==> config.mk <==
export PLATFORM = sky130hd
export DESIGN_NAME = score_row_buffer
export DESIGN_NICKNAME = d
export VERILOG_FILES = /design/src/rtl/score_row_buffer.sv
export SDC_FILE = /design/constraint.sdc
export NUM_CORES = 1
export LEC_CHECK = 0
export CAP_MARGIN = 30
export CORE_MARGIN = 2
export CORE_UTILIZATION = 30
export CTS_CLUSTER_DIAMETER = 200
export CTS_CLUSTER_SIZE = 12
export DETAILED_ROUTE_END_ITERATION = 8
export SLEW_MARGIN = 10
export SYNTH_ARGS = -nofsm -noshare
export SYNTH_HDL_FRONTEND = slang
export SYNTH_SLANG_ARGS = --single-unit
==> constraint.sdc <==
create_clock -name clk -period 12.25 [get_ports clk]
set_input_delay 1.8375 -clock clk [delete_from_list [all_inputs] [get_ports clk]]
set_output_delay 1.8375 -clock clk [all_outputs]
set_load 0.02 [all_outputs]
==> src/rtl/score_row_buffer.sv <==
// Row-major score buffer between the output-layer MAC and the argmax stage.
// Optional macro SCORE_RELU_EN: clamp negative (MSB=1) scores to zero on write.
module score_row_buffer #(
    parameter int NUM_ROWS = 6,
    parameter int NUM_COLS = 3,
    parameter int DATA_W   = 16,
    parameter int ROW_AW   = 3
) (
    input  logic              clk,
    input  logic              reset,
    input  logic              in_valid,
    input  logic [DATA_W-1:0] in_data,
    output logic              in_ready,
    input  logic [ROW_AW-1:0] read_row,
    output logic [DATA_W-1:0] row [0:NUM_COLS-1],
    output logic              consumer_en,
    input  logic              consumer_done,
    output logic [7:0]        frame_count,
    output logic [1:0]        dbg_state
);

    localparam int COL_W = (NUM_COLS > 1) ? $clog2(NUM_COLS) : 1;

    typedef enum logic [1:0] {
        S_FILL     = 2'd0,
        S_SERVE    = 2'd1,
        S_WAIT_CLR = 2'd2
    } state_t;

    state_t              r_state;
    state_t              w_next_state;
    logic [ROW_AW-1:0]   r_row_cnt;
    logic [COL_W-1:0]    r_col_cnt;
    logic [7:0]          r_frame_count;
    logic [DATA_W-1:0]   r_mem [0:NUM_ROWS-1][0:NUM_COLS-1];

    logic                w_accept;
    logic                w_col_wrap;
    logic                w_last;
    logic                w_restart;
    logic [DATA_W-1:0]   w_wr_data;

    // Handshake: an element transfers on a rising edge where in_valid && in_ready.
    assign w_accept   = in_valid && (r_state == S_FILL);
    assign w_col_wrap = (r_col_cnt == COL_W'(NUM_COLS - 1));
    assign w_last     = w_accept && w_col_wrap && (r_row_cnt == ROW_AW'(NUM_ROWS - 1));
    assign w_restart  = (r_state == S_WAIT_CLR) && !consumer_done;

`ifdef SCORE_RELU_EN
    assign w_wr_data = in_data[DATA_W-1] ? '0 : in_data;
`else
    assign w_wr_data = in_data;
`endif

    always_ff @(posedge clk or posedge reset) begin
        if (reset) begin
            r_state <= S_FILL;
        end else begin
            r_state <= w_next_state;
        end
    end

    always_comb begin
        w_next_state = r_state;
        in_ready     = 1'b0;
        consumer_en  = 1'b0;
        case (r_state)
            S_FILL: begin
                in_ready = 1'b1;
                if (w_last) w_next_state = S_SERVE;
            end
            S_SERVE: begin
                consumer_en = 1'b1;
                if (consumer_done) w_next_state = S_WAIT_CLR;
            end
            S_WAIT_CLR: begin
                // The consumer's done is sticky; wait for its reset before refilling.
                if (!consumer_done) w_next_state = S_FILL;
            end
            default: w_next_state = S_FILL;
        endcase
    end

    always_ff @(posedge clk or posedge reset) begin
        if (reset) begin
            r_row_cnt     <= '0;
            r_col_cnt     <= '0;
            r_frame_count <= '0;
        end else begin
            if (w_last || w_restart) begin
                r_row_cnt <= '0;
                r_col_cnt <= '0;
            end else if (w_accept) begin
                if (w_col_wrap) begin
                    r_col_cnt <= '0;
                    r_row_cnt <= r_row_cnt + 1'b1;
                end else begin
                    r_col_cnt <= r_col_cnt + 1'b1;
                end
            end
            if (r_state == S_SERVE && consumer_done) begin
                r_frame_count <= r_frame_count + 8'd1;
            end
        end
    end

    always_ff @(posedge clk or posedge reset) begin
        if (reset) begin
            for (int r = 0; r < NUM_ROWS; r++) begin
                for (int c = 0; c < NUM_COLS; c++) begin
                    r_mem[r][c] <= '0;
                end
            end
        end else if (w_accept) begin
            r_mem[r_row_cnt][r_col_cnt] <= w_wr_data;
        end
    end

    // Out-of-range addresses (the consumer's final cycle) read as zero.
    always_comb begin
        for (int c = 0; c < NUM_COLS; c++) begin
            row[c] = '0;
            if (read_row < ROW_AW'(NUM_ROWS)) begin
                row[c] = r_mem[read_row][c];
            end
        end
    end

    assign frame_count = r_frame_count;
    assign dbg_state   = r_state;

endmodule

**Yosys cells after proc, flatten, opt, wreduce, memory -nomap -nowiden**

Index checks and enable logic that the tools add are counted.
W data, S select, Z words.

- Add/subtract/negate cells: 3
- Magnitude comparators: 6
- Equal/unequal tests: 7
- Multiplexer cells: 23
- Bitwise gates (word level): 3
- Reductions and logical operators: 14

Operators with widths:

| kind | number |
|---|---|
| $bwmux W288 | 1 |
| $bmux W48 S3 | 1 |
| $demux W48 S3 | 1 |
| $mux W48 | 3 |
| $mux W16 | 4 |
| $demux W16 S2 | 1 |
| $mux W2 | 6 |
| $mux W3 | 3 |
| $add A8 B1 Y8 const B | 1 |
| $ge A4 B4 Y1 const B | 2 |
| $not A3 Y4 | 2 |
| $logic_and A1 B1 Y1 | 7 |
| $ne A2 B2 Y1 const B | 3 |
| $pmux W2 S3 | 1 |
| $eq A2 B2 Y1 const B | 2 |
| $lt A4 B1 Y1 const B | 1 |
| $reduce_bool A2 Y1 | 2 |
| $add A3 B1 Y3 const B | 1 |
| $eq A3 B3 Y1 const B | 1 |
| $ge A3 B3 Y1 const B | 1 |
| $lt A3 B1 Y1 const B | 1 |
| $lt A3 B3 Y1 const B | 1 |
| $not A2 Y3 | 1 |
| $reduce_and A3 Y1 | 1 |
| other kinds (7) | 8 |

- Bits in registers: 303
- Input bits: 23
- Output and inout bits: 60
- Word-level logic and storage cells: 78

**Longest topological paths before layout**

- Depth in word-level cells: 8
- Gate-level depth with buffers: 7
- Mapped depth without buffers: 5

**Worst setup path after synthesis**

Ideal clock, no wire load.

- Kind: input -> output
- From: input port read_row[0]
- To: output port row[13] (netlist name)
- Arrival: 3.397 ns
- Required time: 10.412 ns
- Setup slack: 7.015 ns
- Stages on the path: 6
- Buffers on the path: 3
- Cell sequence: buf_2 -> buf_2 -> buf_1 -> mux4_2 -> inv_1 -> o22ai_1

RTL lines:

| element | RTL line | source |
|---|---|---|
| from (decl) | 14 | `input logic [ROW_AW-1:0] read_row,` |
| to (decl) | 15 | `output logic [DATA_W-1:0] row [0:NUM_COLS-1],` |

==> impl_metrics.tcl <==
set metrics [dict create \
    syn_area_um2 13770 \
    hold_slack_ns 0.4773 \
    port_buffers 82 \
    setup-tns-final_ns 0 \
    hold_viol_final 0 \
    vdd_drop_max_v 0.0001059 \
    totalWireLength_um 31540 \
    grt_pass1_wl_um 50160 \
    synth.distinct_cells 39 \
    chipWidth_um 218.3 \
    power_switching_mw 0.9956 \
    numCtsBuffers 29 \
    dr.pass1.iters 4 \
    drv_cap 0 \
    core_region_area_um2 45380 \
    dp_hpwl_um 19380 \
    drtAntennaViolNets 0 \
    area_delta_synth_final_pct 16.65 \
    cellLeakagePower_nw 7.168 \
    fp-row-count 78 \
    fin_crit_ns 6.332 \
    timing.final.crit_share_pct 51.69 \
    wl_per_cell_um 19.71 \
    fin_util_pct 35.40 \
    p_clk_share_pct 22.4 \
    synth_seq_cells 303 \
    slew_viol_final 0 \
    setup_viol 0 \
    synth_warnings 0 \
    hp-class "register to register" \
    yosys.area_share.simple_pct 2.535 \
    clk_latency_ns 0.56 \
    place_area_um2 15210 \
    htreeDepth 1 \
    layout_common_cells "303 x dfrtp_1, 279 x mux2_2, 79 x clkdlybuf4s50_1" \
    finalPower_mw 3.473 \
    path_clk_slew_ns 0.06 \
    cts_root_buf "clkbuf_16" \
    yosysSeqAreaShare_pct 55.06 \
    io_pins 83 \
    grt_max_degree 179 \
    grt-ovfl-total 0 \
    place_inst 1563 \
    fmax_mhz 157.9 \
    synth.avg_cell_area_um2 14.73 \
    powerDensity_nw_per_um2 216.2 \
    fill_cells 4319 \
    cts_tree "done" \
    fin_skew_ns 0.01025 \
    pwr-share-comb_pct 30.6 \
    first_global_vias 8335 \
    finalNonFillerCells 1600 \
    synth-adder-area-share_pct 0.2726 \
    die_h_um 218.3 \
    cp_max_fo 49 \
    drt-initial-drc-count 378 \
    diodes 0 \
    crit_path_end_kind "primary output" \
    pre_cts_ws_ns 5.724 \
    relSlewSlack_pct 34.33 \
    final_common_cell "dfrtp_1" \
    syn_inst 935 \
    p_seq_share_pct 47.0 \
    synth_top_family_by_area "multiplexers" \
    setup_ws_ns 5.918 \
    synth_xor_area_share_pct 0.4452 \
    clock_tree.buffer_depth 3 \
    antenna_found_initial 0 \
    place.gp.congestion 0.6998 \
    worstMarginPinSlew_ns 0.9824 \
    p_int_mw 2.478 \
    synth_mux_area_share_pct 35.31 \
    rsz0062_at_grt "false" \
    postCtsResizedCells 0 \
    synth_compound_area_share_pct 2.607 \
    nNetsFinal 1026 \
    hold_buffers 0 \
    swShare_pct 28.66 \
    startpoint_type "primary input" \
    post-cts-setup-buffers 0 \
    initial_utilization_pct 30.35 \
    die_area_um2 47640 \
    critical_path_arrival_ns 4.49 \
    grt_use_total_pct 13.42 \
    clock-sinks 303 \
    synth_nets 961 \
    drc 0 \
    dr_total_vias 7899 \
    viasPerCell 4.937 \
    worstSetupPathType "primary input to primary output" \
    outcome "finished clean" \
    drive_gt1_share_pct 40.10 \
    design_area_um2 16070 \
    required_ns 10.41 \
]
==> power by group through the flow <==
stage / combinational [mW] / clock [mW] / sequential [mW]
detailed placement: 1.08 / 0 / 1.65
global placement: 1.04 / 0 / 1.63
floorplan: 0.813 / 0 / 1.57
CTS: 1.08 / 0.806 / 1.63
global route: 1.16 / 0.841 / 1.69
finish: 1.06 / 0.778 / 1.63
==> synth_stat cells (all sizes together) <==
cell type / instances / area share (%)
xnor2: 3 / 0.19
ha: 3 / 0.27
dfrtp: 303 / 55
nand3: 9 / 0.33
a21boi: 1 / 0.055
mux4: 48 / 7.8
and4: 1 / 0.064
buf: 21 / 0.96
xor2: 4 / 0.25
a31oi: 1 / 0.045
a21oi: 5 / 0.18
nand4b: 3 / 0.19
nor3b: 3 / 0.20
or3b: 1 / 0.064
and3b: 2 / 0.13
nor4b: 1 / 0.064
clkbuf: 50 / 1.4
inv: 53 / 1.4
nor3: 6 / 0.25
nor2: 6 / 0.16
mux2i: 49 / 3.6
nor4: 2 / 0.20
o21ai: 4 / 0.15
o22ai: 48 / 2.2
nand3b: 3 / 0.16
or2b: 1 / 0.055
nand4: 5 / 0.23
mux2: 289 / 24
nand2b: 3 / 0.14
or4b: 1 / 0.10
nand2: 4 / 0.11
nor2b: 2 / 0.091
==> cells by family (layout without fill, tap and decap cells) <==
kind of cell               Yosys count  after routing
muxes                              386            386
DFF                                303            303
buffers and inverters              124            189
AOI/OAI and AO/OA                   59             59
and+or+nand+nor                     53             53
xor gates and xnor gates             7              7
adders and majority gates            3              3
==> critical path: stages <==
cell	delay [ns]
buf_2	0.08
buf_4	0.57
nand2b_2	0.44
buf_4	0.43
o22ai_1	0.41
clkdlybuf4s50_1	0.69
==> state kept, by name, indices dropped and copies added, names as in the netlist <==
register	flops
frame_count	8
r_row_cnt	3
dbg_state	2
r_col_cnt	2
r_mem	288
==> cell type report <==
cell class              count  area [µm²]  area share [%]
flip-flops and latches    303        7582           47.20
repair buffers            105        1101           6.854
multi-input cells         508        5679           35.35
inverters                  53       206.4           1.285
well taps                 600       750.7           4.673
clock inverters             2       20.02          0.1246
clock buffers              29       725.7           4.517
==> path summary, 6_finish.rpt <==
path	from	endpoint	slack (ns)	cells past startpoint
worst max-delay path	read_row[1]	row[15]	5.92	6
worst min-delay path	frame_count[7]	frame_count[7]	0.48	1
worst max register to register	dbg_state[1]	r_mem[211]	9.41	4
worst min register to register	frame_count[7]	frame_count[7]	0.48	1
max in group asynchronous	reset	r_mem[221]	9.21	3
min in group asynchronous	reset	r_mem[123]	1.70	2
==> per-layer routing <==
metal / up-vias / part of all wire (%) / GRT usage [%] / wire, µm
li1: 3516 / - / - / -
met1: 4243 / 46 / 18.27 / 14590
met2: 112 / 49 / 22.65 / 15560
met3: 28 / 2.8 / 1.712 / 872
met4: 0 / 1.7 / 3.356 / 521
met5: - / 0 / 0 / 0
Power figures use the tool's default switching activity.
